File: src/rtl/spi_bus_pkg.sv
// spi_bus_pkg: shared types and constants for the SPI-to-bus bridge.
//   WORD_WIDTH_DEFAULT : bits per SPI frame / bus word
//   frame_state_t      : frame FSM states (IDLE, SHIFT)
//   tx_state_t         : TX holding register states (EMPTY, FULL, SENDING)
//   CMD_LOAD, CMD_READ : Controller command opcodes carried over SPI
package spi_bus_pkg;

  localparam int WORD_WIDTH_DEFAULT = 16;

  typedef enum logic {
    IDLE,
    SHIFT
  } frame_state_t;

  typedef enum logic [1:0] {
    EMPTY,
    FULL,
    SENDING
  } tx_state_t;

  localparam logic [15:0] CMD_LOAD = 16'h3000;
  localparam logic [15:0] CMD_READ = 16'h6000;

endpackage

File: src/rtl/spi_sync_edge.sv
// spi_sync_edge: multi-flop synchroniser for an asynchronous SPI pin with
// single-cycle rise/fall strobes taken from the synchronised level.
//   clk, reset : system clock, synchronous active-high reset
//   din        : asynchronous input pin
//   rise, fall : one-cycle strobes on a synchronised 0->1 / 1->0 transition
module spi_sync_edge #(
  parameter int   SYNC_STAGES = 2,
  parameter logic RESET_VAL   = 1'b0
) (
  input  logic clk,
  input  logic reset,
  input  logic din,
  output logic rise,
  output logic fall
);

  logic [SYNC_STAGES-1:0] sync_q;
  logic [SYNC_STAGES-1:0] sync_d;
  logic                   prev_q;

  assign sync_d[0] = din;
  for (genvar gi = 1; gi < SYNC_STAGES; gi++) begin : g_chain
    assign sync_d[gi] = sync_q[gi-1];
  end

  // Reset loads the pin's idle level so leaving reset creates no edge.
  always_ff @(posedge clk) begin
    if (reset) begin
      sync_q <= {SYNC_STAGES{RESET_VAL}};
      prev_q <= RESET_VAL;
    end else begin
      sync_q <= sync_d;
      prev_q <= sync_q[SYNC_STAGES-1];
    end
  end

  assign rise = sync_q[SYNC_STAGES-1] & ~prev_q;
  assign fall = ~sync_q[SYNC_STAGES-1] & prev_q;

endmodule

File: src/rtl/spi_bus_bridge.sv
// spi_bus_bridge: SPI mode-0 slave (MSB first, cs_n active low) in front of
// the Controller. Received frames become one-cycle s2b_valid/s2b_data words;
// Controller words accepted on b2s_valid/b2s_ready are shifted out on MISO.
//   clk, reset            : system clock (>= 4x sclk), sync active-high reset
//   spi_sclk/cs_n/mosi    : asynchronous SPI inputs
//   spi_miso              : MSB of the TX shift register
//   s2b_data, s2b_valid   : received word and its one-cycle strobe
//   b2s_data/valid/ready  : Controller word into the TX holding register
//   tx_underrun           : pulse when a frame loads with nothing buffered
module spi_bus_bridge
  import spi_bus_pkg::*;
#(
  parameter int WORD_WIDTH  = WORD_WIDTH_DEFAULT,
  parameter int SYNC_STAGES = 2
) (
  input  logic                  clk,
  input  logic                  reset,
  input  logic                  spi_sclk,
  input  logic                  spi_cs_n,
  input  logic                  spi_mosi,
  output logic                  spi_miso,
  output logic [WORD_WIDTH-1:0] s2b_data,
  output logic                  s2b_valid,
  input  logic [WORD_WIDTH-1:0] b2s_data,
  input  logic                  b2s_valid,
  output logic                  b2s_ready,
  output logic                  tx_underrun
);

  localparam int CNT_W = $clog2(WORD_WIDTH);

  logic sclk_rise, sclk_fall, cs_rise, cs_fall;
  logic mosi_s;

  spi_sync_edge #(.SYNC_STAGES(SYNC_STAGES), .RESET_VAL(1'b0)) u_sclk_sync (
    .clk(clk), .reset(reset), .din(spi_sclk), .rise(sclk_rise), .fall(sclk_fall)
  );

  spi_sync_edge #(.SYNC_STAGES(SYNC_STAGES), .RESET_VAL(1'b1)) u_cs_sync (
    .clk(clk), .reset(reset), .din(spi_cs_n), .rise(cs_rise), .fall(cs_fall)
  );

  // MOSI needs only its level, so it gets a plain chain of the same depth
  // to stay aligned with the sclk strobes.
  logic [SYNC_STAGES-1:0] mosi_sync_q, mosi_sync_d;
  assign mosi_sync_d[0] = spi_mosi;
  for (genvar gi = 1; gi < SYNC_STAGES; gi++) begin : g_mosi_chain
    assign mosi_sync_d[gi] = mosi_sync_q[gi-1];
  end
  assign mosi_s = mosi_sync_q[SYNC_STAGES-1];

  frame_state_t          frame_q, frame_d;
  tx_state_t             tx_state_q, tx_state_d;
  logic [CNT_W-1:0]      bit_cnt_q, bit_cnt_d;
  logic [WORD_WIDTH-1:0] rx_q, rx_d;
  logic [WORD_WIDTH-1:0] tx_shift_q, tx_shift_d;
  logic [WORD_WIDTH-1:0] hold_q, hold_d;
  logic [WORD_WIDTH-1:0] s2b_data_q, s2b_data_d;
  logic                  reload_q, reload_d;
  logic                  done_q, done_d;
  logic                  s2b_valid_q, s2b_valid_d;
  logic                  underrun_q, underrun_d;
  logic                  tx_load, frame_end;

  always_ff @(posedge clk) begin
    if (reset) begin
      mosi_sync_q <= '0;
      frame_q     <= IDLE;
      tx_state_q  <= EMPTY;
      bit_cnt_q   <= '0;
      rx_q        <= '0;
      tx_shift_q  <= '0;
      hold_q      <= '0;
      s2b_data_q  <= '0;
      reload_q    <= 1'b0;
      done_q      <= 1'b0;
      s2b_valid_q <= 1'b0;
      underrun_q  <= 1'b0;
    end else begin
      mosi_sync_q <= mosi_sync_d;
      frame_q     <= frame_d;
      tx_state_q  <= tx_state_d;
      bit_cnt_q   <= bit_cnt_d;
      rx_q        <= rx_d;
      tx_shift_q  <= tx_shift_d;
      hold_q      <= hold_d;
      s2b_data_q  <= s2b_data_d;
      reload_q    <= reload_d;
      done_q      <= done_d;
      s2b_valid_q <= s2b_valid_d;
      underrun_q  <= underrun_d;
    end
  end

  // Frame FSM: bit counting, RX assembly and TX shift register control.
  always_comb begin
    frame_d    = frame_q;
    bit_cnt_d  = bit_cnt_q;
    rx_d       = rx_q;
    tx_shift_d = tx_shift_q;
    reload_d   = reload_q;
    done_d     = 1'b0;
    underrun_d = 1'b0;
    tx_load    = 1'b0;
    frame_end  = 1'b0;
    case (frame_q)
      IDLE: begin
        if (cs_fall) begin
          frame_d   = SHIFT;
          bit_cnt_d = '0;
          reload_d  = 1'b0;
          tx_load   = 1'b1;
        end
      end
      SHIFT: begin
        if (cs_rise) begin
          frame_d   = IDLE;
          bit_cnt_d = '0;
          reload_d  = 1'b0;
          frame_end = 1'b1;
        end else begin
          if (sclk_rise) begin
            rx_d = {rx_q[WORD_WIDTH-2:0], mosi_s};
            if (bit_cnt_q == CNT_W'(WORD_WIDTH - 1)) begin
              bit_cnt_d = '0;
              done_d    = 1'b1;
              reload_d  = 1'b1;
            end else begin
              bit_cnt_d = bit_cnt_q + 1'b1;
            end
          end
          // With cs_n still low after a full word, the trailing sclk fall
          // starts the next frame: load rather than shift out a stale bit.
          if (sclk_fall) begin
            if (reload_q) begin
              reload_d = 1'b0;
              tx_load  = 1'b1;
            end else begin
              tx_shift_d = {tx_shift_q[WORD_WIDTH-2:0], 1'b0};
            end
          end
        end
      end
      default: frame_d = IDLE;
    endcase
    // The load decision uses the pre-capture holding state, so a word
    // arriving in the same cycle waits for the next frame.
    if (tx_load) begin
      if (tx_state_q == FULL) begin
        tx_shift_d = hold_q;
      end else begin
        tx_shift_d = '0;
        underrun_d = 1'b1;
      end
    end
  end

  // TX holding register: the word stays held while SENDING so an aborted
  // frame can retransmit it.
  always_comb begin
    tx_state_d = tx_state_q;
    hold_d     = hold_q;
    case (tx_state_q)
      EMPTY: begin
        if (b2s_valid) begin
          tx_state_d = FULL;
          hold_d     = b2s_data;
        end
      end
      FULL: begin
        if (tx_load) tx_state_d = SENDING;
      end
      SENDING: begin
        if (done_d)         tx_state_d = EMPTY;
        else if (frame_end) tx_state_d = FULL;
      end
      default: tx_state_d = EMPTY;
    endcase
  end

  // One register stage between completion and the bus strobe.
  always_comb begin
    s2b_valid_d = done_q;
    s2b_data_d  = done_q ? rx_q : s2b_data_q;
  end

  assign spi_miso    = tx_shift_q[WORD_WIDTH-1];
  assign s2b_data    = s2b_data_q;
  assign s2b_valid   = s2b_valid_q;
  assign b2s_ready   = (tx_state_q == EMPTY);
  assign tx_underrun = underrun_q;

endmodule

File: config.mk
export PLATFORM = sky130hd
export DESIGN_NAME = spi_bus_bridge
export DESIGN_NICKNAME = d
export VERILOG_FILES = /design/src/rtl/spi_bus_pkg.sv /design/src/rtl/spi_sync_edge.sv /design/src/rtl/spi_bus_bridge.sv
export SDC_FILE = /design/constraint.sdc
export NUM_CORES = 1
export LEC_CHECK = 0
export CAP_MARGIN = 20
export CORE_ASPECT_RATIO = 0.9
export CORE_MARGIN = 2
export CORE_UTILIZATION = 40
export DETAILED_ROUTE_END_ITERATION = 12
export DONT_BUFFER_PORTS = 1
export SKIP_CTS_REPAIR_TIMING = 1
export SLEW_MARGIN = 30
export SYNTH_ARGS = -nofsm -noshare
export SYNTH_HDL_FRONTEND = slang
export SYNTH_SLANG_ARGS = --single-unit
File: constraint.sdc
create_clock -name clk -period 2.7 [get_ports clk]
set_input_delay 0.27 -clock clk [delete_from_list [all_inputs] [get_ports clk]]
set_output_delay 0.27 -clock clk [all_outputs]
set_load 0.1 [all_outputs]
==> summary.md <==
| Metric | Value |
|---|---|
| Diode count | 0 |
| Post-synthesis mux area share | 10.1% |
| Register-to-register setup slack | ~0.65 ns |
| Post-DP Area | 3350 µm² |
| Vias in the first global route | approximately 2,200 |
| Measured slew at the worst slew-check pin | 0.981 ns |
| WL final | 6440 µm |
| Vias/cell | ~5.2 |
| Post-synthesis async set-or-reset flop share | 0% |
| R2r startpoint | frame_q |
| Global route total overflow | 0 |
| Share of the synthesized area in the top cell type | 50.6% |
| Clock latency on the worst-skew pair | about 0.36 ns |
| Slowest cell on crit path | dfxtp_1 |
| Area growth, synth to finish | 9.44% |
| Reg2Reg Capture Point | tx_shift_q[5] |
| Synth Area in Adders | 0.381% |
| Core area | 8030 µm² |
| Worst Hold Launch | reset |
| Setup-failing EPs final | 0 |
| #FFs+latches synth | 83 |
| CTS tree | built |
| Clock sink count | 83 |
| DRC | 0 |
| Fillers | 770 |
| CP Class | reg -> reg |
| Largest family of logic cells by synthesized area | simple AND/OR/NAND/NOR gates |
| DR WL/cell | 14.3 µm |
| Final period utilization | 75.9% |
| Tightest Hold Check Type | in -> reg |
| Hold Vio Cnt, Final | 0 |
| CP required | a little under 3 ns |
| Cells after synthesis | 350 |
| Peak supply drop | 337 µV |
| Hold depth | 1 |
| DIE AREA | 8960 µm² |
| Status | finished clean |
| RSZ-0062 raised after global routing | no |
| Critical Path Start Type | register |
| EDFF count, synth | 0 |
| All-Layer GR Usage | 14.6% |
| Synth area leaders | dfxtp_1, mux2i_1, nand2_1 |
| Yosys synthesis warning count | 0 |
| Net Count, Synth | 373 |
| DR iter-0 viols | around 130 |
| Initial antenna violation count | 0 |
| Hold endpoint | u_cs_sync.prev_q |
| Finished layout cell area | 3600 µm² |
| Commonest cells post-synth | dfxtp_1, nand2_1, nor2_1 |
| Worst-path clk slew | 0.09 ns |
| Fin. max-slew vios | 0 |
| Width of the die | about 100 µm |
| CTS Buffer Depth | 2 |
| Die H | 90.0 µm |
| Synth cell types | 42 |
| Max_cap viols | 0 |
| Fin Setup TNS | 0 ns |
| H-tree depth | 3 |
| P_leak | 1.37 nW |
| Avg Inst Size Synth | around 9.4 µm² |
| Worst setup EP type | register |
| Routed vias | roughly 2,400 |
| I/O pin total | 42 |
| R2R cell count | 5 |
| Final Skew | 0.0110 ns |
| Sequential cell area | 1660 µm² |
| Crit-path max cell delay | roughly 0.74 ns |
| Worst path arrival time | 2.31 ns |
| Post-synthesis xor/xnor area fraction | 0.267% |
| Pin count of the biggest net entering global routing | 83 |
| Most frequent cell after synthesis | dfxtp_1 |
| Max frequency | 488 MHz |
| Initial Utilization | 40.9% |
| CTS Buf Count | 9 |
| Sequential share of the synthesized area | 50.6% |
| First-pass GRT wire length | 10,500 µm |
| Largest area contributor in the netlist | dfxtp_1 |
| CP Max Fanout | 31 |
| Tmin final | 2.05 ns |
| # rows | 31 |
| Post-Synth Simple-Gate Area | 21.5% |
| Routed Antenna Nets | 0 |
| Ratio of cells with drive above 1 in the final layout | between 10% and 20% |
| Hpwl dp | between 3000 and 4000 µm |
| Power Dens Cells | 665 nW/µm² |
| Nets | 369 |
| First-pass DRT Iterations | 4 |
| Multi-input gate area | 1490 µm² |
| Synth Area in Compound Gates | between 10% and 20% |
| CP cell instances | inv_1 -> o311ai_4 -> buf_4 -> nor2_1 -> a311oi_2 |
| Prevailing post-synth register cell | dfxtp_1 |
| Gp weighted congestion | 0.780 |
| CTS root buf | clkbuf_8 |
| Slew margin rel. | 34.5% |
| # port buffers | 0 |
| Post-Syn Area | 3290 µm² |
==> critical path, delay by kind of cell (launching register included) <==
family | cells | cell delay, ns
compound gates | 2 | 0.52
buf+inv | 2 | 0.59
simple gates | 1 | 0.09
flops | 1 | 0.74
==> area by class of cell <==
| type | instances | share of cell area [%] |
|---|---|---|
| clock buffers | 11 | 4.21 |
| clock inverters | 5 | 1.67 |
| inverters | 2 | 0.209 |
| multi-input cells | 240 | 41.5 |
| flip-flops and latches | 83 | 46.2 |
| well taps | 99 | 3.44 |
| repair buffers | 10 | 2.71 |
==> cell families (layout without fill, tap and decap cells) <==
| family | count (synthesis) | after routing |
|---|---|---|
| AND/OR/NAND/NOR | 156 | 156 |
| flip-flops | 83 | 83 |
| AO/OA/AOI/OAI | 49 | 49 |
| multiplexers | 33 | 33 |
| buffers and inverters | 27 | 28 |
| adder cells (fa/ha/maj) | 1 | 1 |
| XOR/XNOR | 1 | 1 |
==> worst max path at each step <==
| stage | start | to | slack, ns | cells after the start |
|---|---|---|---|---|
| 3_3_place_gp | frame_q | tx_shift_q[11] | 0.78 | 5 |
| 2_1_floorplan | tx_state_q[1] | hold_q[10] | 0.11 | 5 |
| 4_1_cts | frame_q | tx_shift_q[5] | 0.68 | 5 |
| 5_1_grt | frame_q | tx_shift_q[6] | 0.47 | 5 |
| 3_5_place_dp | frame_q | tx_shift_q[5] | 0.71 | 5 |
| 6_report | frame_q | tx_shift_q[5] | 0.65 | 5 |
==> state kept, by name, indices dropped and copies added (netlist names) <==
signal	flops
bit_cnt_q	4
hold_q	16
u_cs_sync.prev_q	1
tx_state_q	2
u_sclk_sync.prev_q	1
tx_underrun	1
frame_q	1
u_sclk_sync.sync_q	2
s2b_data	16
reload_q	1
tx_shift_q	16
rx_q	16
done_q	1
u_cs_sync.sync_q	2
s2b_valid	1
mosi_sync_q	2
==> stage by stage <==
step / hold slack (ns) / util [%] / std cells / worst slack (ns) / power [W]
final: 0.00976 / 44.8 / 450 / 0.651 / 0.00239
after global routing: 0.000579 / 44.8 / 450 / 0.475 / 0.00249
after CTS: -0.0351 / 44.3 / 448 / 0.680 / 0.00240
after detailed placement: 0.353 / 41.7 / 432 / 0.708 / 0.00146
after global placement: 0.352 / 41.7 / 432 / 0.776 / 0.00146
after floorplan: 0.374 / - / 350 / 0.109 / 0.00145
==> layer usage <==
metal  vias to the layer above  share of wire (%)  global-route usage [%]
li1                       1188                  -                       -
met3                        12                6.4                    6.07
met2                        43                 44                    21.0
met4                         0                1.9                    6.62
met1                      1119                 48                    19.0
met5                         -                  0                       0
==> power by group <==
| group | internal [W] | switching (W) | leakage [nW] | total, W |
|---|---|---|---|---|
| logic | 0.0000548 | 0.000112 | 0.586 | 0.000167 |
| registers | 0.00126 | 0.0000293 | 0.675 | 0.00129 |
| clock network | 0.000481 | 0.000452 | 0.106 | 0.000934 |
| total | 0.00180 | 0.000594 | 1.37 | 0.00239 |
==> cells in the final DEF (no fill, tap or decap), types with 2 or more instances in the layout <==
cell type and count:
dfxtp_1 82, nand2_1 53, nor2_1 51, mux2i_1 33
nand3_1 20, a21oi_1 20, clkbuf_8 11, nor2b_1 10
a311oi_2 10, buf_4 8, a311oi_1 5, or2_2 4
nand4_1 4, o21ai_0 3, inv_1 2, nand2b_1 2
o211a_1 2
Power figures use the tool's default switching activity.
